### src/rtl/bsg_tag_packet_rx_pkg.sv
// Shared bsg_tag definitions: header struct macro, width helpers, FSM states.
// Optional length checking is enabled by BSG_TAG_PACKET_RX_LEN_CHECK_EN.
`ifndef BSG_TAG_PACKET_RX_PKG_SV
`define BSG_TAG_PACKET_RX_PKG_SV

`define BSG_DECLARE_TAG_HEADER_S(n_mp, l_mp) \
    typedef struct packed { \
        logic [(n_mp)-1:0] node_id; \
        logic data_not_reset; \
        logic [(l_mp)-1:0] len; \
    } bsg_tag_header_s

package bsg_tag_packet_rx_pkg;

    typedef enum logic [1:0] {
        RX_IDLE = 2'd0,
        RX_HDR  = 2'd1,
        RX_PAY  = 2'd2
    } rx_state_e;

    function automatic int safe_clog2(input int x);
        return (x <= 1) ? 1 : $clog2(x);
    endfunction

    function automatic int tag_node_w(input int num_clients);
        return safe_clog2(num_clients);
    endfunction

    function automatic int tag_len_w(input int max_payload);
        return safe_clog2(max_payload + 1);
    endfunction

    function automatic int tag_hdr_w(input int num_clients, input int max_payload);
        return tag_node_w(num_clients) + 1 + tag_len_w(max_payload);
    endfunction

endpackage

`endif

### src/rtl/bsg_counter_clear_up.sv
// Up counter with synchronous clear; clear wins over increment.
module bsg_counter_clear_up #(
    parameter int width_p = 4
) (
    input  logic               clk_i,
    input  logic               reset_i,
    input  logic               clear_i,
    input  logic               up_i,
    output logic [width_p-1:0] count_o
);

    logic [width_p-1:0] count_q, count_d;

    always_comb begin
        count_d = count_q;
        if (clear_i) begin
            count_d = '0;
        end else if (up_i) begin
            count_d = count_q + width_p'(1);
        end
    end

    always_ff @(posedge clk_i) begin
        if (reset_i) begin
            count_q <= '0;
        end else begin
            count_q <= count_d;
        end
    end

    assign count_o = count_q;

endmodule

### src/rtl/bsg_dff_reset_en.sv
// Register with synchronous reset to zero and load enable.
module bsg_dff_reset_en #(
    parameter int width_p = 8
) (
    input  logic               clk_i,
    input  logic               reset_i,
    input  logic               en_i,
    input  logic [width_p-1:0] data_i,
    output logic [width_p-1:0] data_o
);

    logic [width_p-1:0] data_q, data_d;

    always_comb begin
        data_d = data_q;
        if (en_i) begin
            data_d = data_i;
        end
    end

    always_ff @(posedge clk_i) begin
        if (reset_i) begin
            data_q <= '0;
        end else begin
            data_q <= data_d;
        end
    end

    assign data_o = data_q;

endmodule

### src/rtl/bsg_tag_packet_rx.sv
// Serial bsg_tag packet receiver presenting parsed packets on a valid/ready port.
// Define BSG_TAG_PACKET_RX_LEN_CHECK_EN to flag and drop over-length headers.
module bsg_tag_packet_rx
    import bsg_tag_packet_rx_pkg::*;
#(
    parameter int num_clients_p       = 4,
    parameter int max_payload_width_p = 8,
    localparam int N = tag_node_w(num_clients_p),
    localparam int L = tag_len_w(max_payload_width_p),
    localparam int D = max_payload_width_p
) (
    input  logic         clk_i,
    input  logic         reset_i,
    input  logic         tag_v_i,
    input  logic         tag_data_i,
    output logic         tag_yumi_o,
    output logic         v_o,
    output logic [N-1:0] node_id_o,
    output logic         data_not_reset_o,
    output logic [L-1:0] len_o,
    output logic [D-1:0] payload_o,
    input  logic         ready_and_i,
    output logic         error_o
);

    localparam int H = N + 1 + L;
    localparam int C = safe_clog2((H > D) ? H : D);
    localparam logic [L-1:0] max_len_lp = L'(D);
    localparam logic [C-1:0] hdr_last_lp = C'(H - 1);

    `BSG_DECLARE_TAG_HEADER_S(N, L);

    rx_state_e state_q, state_d;
    logic [H-1:0] hdr_q, hdr_d;
    logic [D-1:0] pay_q, pay_d;
    logic v_q, v_d;

    logic [C-1:0] cnt;
    logic cnt_clr, cnt_up;
    logic take, complete, emit, stall;
    logic [H-1:0] hdr_full;
    bsg_tag_header_s hdr_s;
    logic [L-1:0] len_raw, len_eff;
    logic len_bad, hdr_err;
    logic [C-1:0] pay_last;
    logic [D-1:0] pay_next;
    logic [H+D-1:0] out_q;
    bsg_tag_header_s out_hdr;

    // Header bits arrive LSB first, so shift in from the top.
    always_comb begin
        hdr_full = {tag_data_i, hdr_q[H-1:1]};
        len_raw  = hdr_full[L-1:0];
        len_bad  = (len_raw > max_len_lp);
        len_eff  = len_bad ? max_len_lp : len_raw;
        hdr_s     = bsg_tag_header_s'(hdr_full);
        hdr_s.len = len_eff;
`ifdef BSG_TAG_PACKET_RX_LEN_CHECK_EN
        hdr_err = len_bad;
`else
        hdr_err = 1'b0;
`endif
        pay_last = C'(hdr_q[L-1:0] - L'(1));
        pay_next = pay_q;
        for (int i = 0; i < D; i++) begin
            if (cnt == C'(i)) begin
                pay_next[i] = tag_data_i;
            end
        end
    end

    always_comb begin
        complete = 1'b0;
        unique case (state_q)
            RX_HDR:  complete = (cnt == hdr_last_lp) & ~hdr_err & (len_eff == '0);
            RX_PAY:  complete = (cnt == pay_last);
            default: complete = 1'b0;
        endcase
        stall = complete & v_q & ~ready_and_i;
        take  = tag_v_i & ~stall;
        emit  = take & complete;
        v_d   = emit | (v_q & ~ready_and_i);
    end

    always_comb begin
        state_d = state_q;
        hdr_d   = hdr_q;
        pay_d   = pay_q;
        cnt_clr = 1'b0;
        cnt_up  = 1'b0;
        unique case (state_q)
            RX_IDLE: begin
                if (take & tag_data_i) begin
                    state_d = RX_HDR;
                    cnt_clr = 1'b1;
                    pay_d   = '0;
                end
            end
            RX_HDR: begin
                if (take) begin
                    cnt_up = 1'b1;
                    hdr_d  = hdr_full;
                    if (cnt == hdr_last_lp) begin
                        hdr_d   = H'(hdr_s);
                        cnt_clr = 1'b1;
                        if (hdr_err || len_eff == '0) begin
                            state_d = RX_IDLE;
                        end else begin
                            state_d = RX_PAY;
                        end
                    end
                end
            end
            RX_PAY: begin
                if (take) begin
                    cnt_up = 1'b1;
                    pay_d  = pay_next;
                    if (complete) begin
                        cnt_clr = 1'b1;
                        state_d = RX_IDLE;
                    end
                end
            end
            default: state_d = RX_IDLE;
        endcase
    end

    always_ff @(posedge clk_i) begin
        if (reset_i) begin
            state_q <= RX_IDLE;
            hdr_q   <= '0;
            pay_q   <= '0;
            v_q     <= 1'b0;
        end else begin
            state_q <= state_d;
            hdr_q   <= hdr_d;
            pay_q   <= pay_d;
            v_q     <= v_d;
        end
    end

`ifdef BSG_TAG_PACKET_RX_LEN_CHECK_EN
    logic err_q, err_d;

    always_comb begin
        err_d = err_q;
        if (state_q == RX_HDR && take && cnt == hdr_last_lp && hdr_err) begin
            err_d = 1'b1;
        end
    end

    always_ff @(posedge clk_i) begin
        if (reset_i) begin
            err_q <= 1'b0;
        end else begin
            err_q <= err_d;
        end
    end

    assign error_o = err_q;
`else
    assign error_o = 1'b0;
`endif

    bsg_counter_clear_up #(
        .width_p(C)
    ) bit_cnt (
        .clk_i  (clk_i),
        .reset_i(reset_i),
        .clear_i(cnt_clr),
        .up_i   (cnt_up),
        .count_o(cnt)
    );

    // On completion the next-state header/payload is exactly the packet word.
    bsg_dff_reset_en #(
        .width_p(H + D)
    ) out_reg (
        .clk_i  (clk_i),
        .reset_i(reset_i),
        .en_i   (emit),
        .data_i ({hdr_d, pay_d}),
        .data_o (out_q)
    );

    assign out_hdr          = bsg_tag_header_s'(out_q[H+D-1:D]);
    assign node_id_o        = out_hdr.node_id;
    assign data_not_reset_o = out_hdr.data_not_reset;
    assign len_o            = out_hdr.len;
    assign payload_o        = out_q[D-1:0];
    assign v_o              = v_q;
    assign tag_yumi_o       = take;

endmodule

### config.mk
export PLATFORM = sky130hd
export DESIGN_NAME = bsg_tag_packet_rx
export DESIGN_NICKNAME = d
export VERILOG_FILES = /design/src/rtl/bsg_tag_packet_rx_pkg.sv /design/src/rtl/bsg_counter_clear_up.sv /design/src/rtl/bsg_dff_reset_en.sv /design/src/rtl/bsg_tag_packet_rx.sv
export SDC_FILE = /design/constraint.sdc
export NUM_CORES = 1
export LEC_CHECK = 0
export BUFFER_PORTS_ARGS = -buffer_cell sky130_fd_sc_hd__buf_4
export CORE_MARGIN = 2
export CORE_UTILIZATION = 61
export CTS_CLUSTER_DIAMETER = 30
export DETAILED_ROUTE_END_ITERATION = 10
export GPL_ROUTABILITY_DRIVEN = 1
export PLACE_DENSITY = 0.83
export SLEW_MARGIN = 0
export SYNTH_ARGS = -nofsm -noshare
export SYNTH_HDL_FRONTEND = slang
export SYNTH_SLANG_ARGS = --single-unit
### constraint.sdc
create_clock -name clk_i -period 4.2 [get_ports clk_i]
set_input_delay 0.84 -clock clk_i [delete_from_list [all_inputs] [get_ports clk_i]]
set_output_delay 0.84 -clock clk_i [all_outputs]
set_load 0.02 [all_outputs]
==> run summary <==
The number of buffers and inverters on the critical path is 4. The run gives 971 um^2 as the area of combinational cells with multiple inputs. In this run, the number of DRC markers left after iteration 0 of detailed routing was 99.

Largest driver fanout on the critical path: 16. The share of total power consumed by net switching came out at 31.9%. The total routing usage reported by global routing was 26.3%; the count of mapped cells out of synthesis was 211. The clock-pin slew reported for the worst setup and hold paths after clock tree synthesis is 0.12 ns. Power spread over the standard cell area amounts to 338 mW/mm^2. The final critical delay including setup and external delays came out at 3.40 ns.

Buffers inserted during clock tree synthesis total 5. The number of distinct standard cells referenced by the synthesized netlist is 40. TritonCTS built the clock tree. Worst-case hold slack: 0.480 ns. For the number of cell rows, the log shows 19. The logs give 64.4% for the worst slew slack as a fraction of its limit and 2.56 ns for the data arrival time of the critical path. The number of antenna violations at the first check in global routing came out at 0. The tree is rooted in a sky130_fd_sc_hd__clkbuf_4.

The area of the core region was 0.00278 mm^2; the number of flops mapped to enable cells by yosys was 0. For the count of yosys warnings during synthesis, the log shows 0. The startpoint identified for the worst register-to-register timing path is state_q[1]$_SDFFE_PP0P_. The filler cells instantiated in the layout total 213. Post-CTS repair changed the size of 0 cells. Counting along the longest clock path gives a buffer depth of 2. The mean instance size in the synthesized netlist was 8.48 um^2. The worst hold path terminates at out_reg.data_o[5]$_SDFFE_PP0P_. The end of the worst register-to-register path is out_reg.data_o[2]$_SDFFE_PP0P_. For the worst setup path, the data required time is 3.36 ns. The tool flagged a number of max-cap violations equal to 0.

The relative area change from synthesis to final layout is 12.5%. On the final layout, the worst clock skew is 0.0100 ns. The count of buffers added on input and output ports is 21.

The top cell types in the final layout, fill and taps aside, are 36 x sky130_fd_sc_hd__dfxtp_1, 23 x sky130_fd_sc_hd__buf_4, 20 x sky130_fd_sc_hd__nand2_1. Setup repair after global routing left no endpoint under its margin. The worst hold path belongs to the class reg2reg.

The repair_antennas step left the layout with diodes totalling 0. Timing would allow up to 0.294 GHz. Dividing the detail-routed via count by the number of cells gives 6.21. Buffers inserted to repair hold after CTS numbered 0. The die covers 0.00338 mm^2. Entering global routing, the biggest net connects 22 pins. At the pin with the least slew margin, the transition time is 0.534 ns. Of the available clock period, the critical path in the final layout requires 80.9%. Counting flops with an async set or reset pin after synthesis yields a share of 0%.

CTS built an H-tree with a depth of 2. In this run the power spent charging and discharging nets is 0.217 mW. The library cell used most frequently in the layout, excluding fill and tap cells, is sky130_fd_sc_hd__dfxtp_1. After synthesis, flip-flops and latches occupy 40.3% of the total area. For the maximum vdd ir drop, the log shows 273 uV. Among cell families on the critical path, the largest total delay comes from buffers and inverters. The critical path goes through inv_1 > ha_1 > xor2_1 > nand4_1 > o211ai_1 > buf_4 > inv_1 > buf_4.

Number of setup buffers added after CTS: 0. The most used flip-flop cell after synthesis is sky130_fd_sc_hd__dfxtp_1. The run gives 53.1% as the sequential share of power. Counting every sink on the clock net gives 36.

After detailed routing, the total wire length is 4100 um. The analysis attributes to cell leakage a power of 0.835 nW. The tools report the total via count after detailed routing as 1628. Detailed placement ended at an HPWL of 2870 um.

Synthesis produced a netlist with a net count of 227. The tools report the final setup violation count as 0. For this design the top-level I/O count stands at 23.

The nature of the critical path startpoint is a register. Via count of the first global-routing pass: 1517. For the final hold violation count, the log shows 0. Once the floorplan was initialized, standard cells occupied 64.3% of the core.

STA classifies the critical path endpoint as an output port. In the final routed layout, each cell accounts on average for 15.7 um. Once detail routing completed, the nets flagged for antenna violations numbered 0. Per report_power, the clock group accounts for 28.0% of the total. The worst hold path begins at out_reg.data_o[5]$_SDFFE_PP0P_. The final layout contains 246 nets. The logs give 0.902 for the global placer's final weighted congestion and 18.8% for the combinational group share of total power. The run finished with clean final reports. Die extent in y: 58.2 um. The worst reg2reg path depth is 10, and the summed negative setup slack over all endpoints is 0 ns. Cell internal power was estimated by the tool at 0.464 mW.

For the worst-skew pair, the clock arrives at the later sink with an insertion delay of 0.35 ns. The number of DRC violations after detailed routing is 0, and the length of the first detailed-routing pass in iterations is 5. The first global-routing pass estimated 6720 um of wire. The critical path is of the reg2out type.

In the final layout, the share of cells above drive strength 1 is 14.3%. The width of the die was 58.2 um. The count of state elements after synthesis was 36. The post-synthesis cell area was 0.00179 mm^2; the total grt overflow was 0. The slowest stage cell on the critical path was sky130_fd_sc_hd__dfxtp_1.

For this run, the slowest stage of the critical path takes 0.40 ns. Across the whole layout, storage elements account for 721 um^2. The worst hold path was traced through 2 stages.

The final-report max-slew violation count was 0; the setup slack of the worst register-to-register path was 1.37 ns.
## worst max path at each step
stage	cells after the start	slack (ns)	startpoint	to
after floorplan	5	1.59	ready_and_i	tag_yumi_o
after global placement	7	1.25	ready_and_i	tag_yumi_o
after detailed placement	7	1.18	ready_and_i	tag_yumi_o
after CTS	8	0.87	hdr_q[0]$_SDFF_PP0_	tag_yumi_o
after global routing	8	0.68	state_q[1]$_SDFFE_PP0P_	tag_yumi_o
final	8	0.80	hdr_q[0]$_SDFF_PP0_	tag_yumi_o
## per-stage QoR
stage | worst slack [ns] | area, um^2 | total power, mW | std cells | util [%]
5_1_grt | 0.684 | 2010 | 0.709 | 262 | 72.4
4_1_cts | 0.872 | 2010 | 0.677 | 262 | 72.4
2_1_floorplan | 1.59 | 1790 | 0.464 | 211 | -
6_report | 0.801 | 2010 | 0.681 | 262 | 72.4
3_3_place_gp | 1.25 | 1960 | 0.487 | 254 | 70.3
3_5_place_dp | 1.18 | 1960 | 0.492 | 254 | 70.3
## synth_stat cells, types with 2 or more instances
cell type / n / share of area [%]
sky130_fd_sc_hd__nor2_1: 16 / 3.4
sky130_fd_sc_hd__a32o_1: 2 / 1.1
sky130_fd_sc_hd__nand2_1: 20 / 4.2
sky130_fd_sc_hd__a211oi_1: 2 / 0.84
sky130_fd_sc_hd__clkbuf_1: 10 / 2.1
sky130_fd_sc_hd__inv_1: 13 / 2.7
sky130_fd_sc_hd__o31ai_1: 2 / 0.84
sky130_fd_sc_hd__a31oi_1: 4 / 1.4
sky130_fd_sc_hd__xor2_1: 2 / 0.98
sky130_fd_sc_hd__nor3_1: 3 / 0.84
sky130_fd_sc_hd__dfxtp_1: 36 / 40
sky130_fd_sc_hd__nor2b_1: 2 / 0.70
sky130_fd_sc_hd__nand2b_1: 3 / 1.0
sky130_fd_sc_hd__nor4_1: 4 / 1.4
sky130_fd_sc_hd__and2_1: 3 / 1.0
sky130_fd_sc_hd__mux2i_1: 5 / 2.8
sky130_fd_sc_hd__ha_1: 11 / 7.7
sky130_fd_sc_hd__a32oi_1: 2 / 0.98
sky130_fd_sc_hd__o41ai_1: 2 / 0.98
sky130_fd_sc_hd__a311oi_1: 4 / 2.0
sky130_fd_sc_hd__a21oi_1: 19 / 5.3
sky130_fd_sc_hd__nand3_1: 10 / 2.8
sky130_fd_sc_hd__o21ai_0: 19 / 5.3
## cell type report
type	instances	share of cell area, %
clock inverters	2	0.808
clock buffers	6	2.05
multi-input cells	150	48.2
inverters	14	2.61
well taps	31	1.93
flip-flops and latches	36	35.8
repair buffers	23	8.58
## layer usage
metal	routed length, um	part of all wire [%]	global-route usage (%)
met4	47	1.1	11.6
met1	1790	44	31.5
met5	0	0	0
met2	1940	47	43.0
met3	321	7.8	8.71
## flip-flops by register name (all words and copies together) (netlist names)
name and flops:
v_o 1, state_q 2, out_reg.data_o 15, hdr_q 7
bit_cnt.count_o 3, pay_q 8
## kinds of logic after synthesis
| family | share of synthesized area [%] |
|---|---|
| xor+xnor | 2.80 |
| flops | 40.3 |
| compound gates | 22.0 |
| other cells | 0.210 |
| buf+inv | 5.45 |
| fa+ha+maj | 7.69 |
| simple gates | 18.7 |
| mux | 2.80 |
## power by group through the flow
stage / Combinational, mW / Sequential (mW) / Clock (mW)
after floorplan: 0.100 / 0.364 / 0
after global placement: 0.118 / 0.369 / 0
after detailed placement: 0.122 / 0.370 / 0
after CTS: 0.125 / 0.362 / 0.190
after global routing: 0.143 / 0.364 / 0.203
final: 0.128 / 0.362 / 0.191
## worst reg2reg max path: cells and delay by family, from the launching register on
kind / cells / cell delay (ns)
compound gates: 3 / 0.69
simple gates: 3 / 0.57
buf+inv: 3 / 0.66
flops: 1 / 0.42
fa+ha+maj: 1 / 0.36
Note: power is estimated with default switching activity, not from simulation.
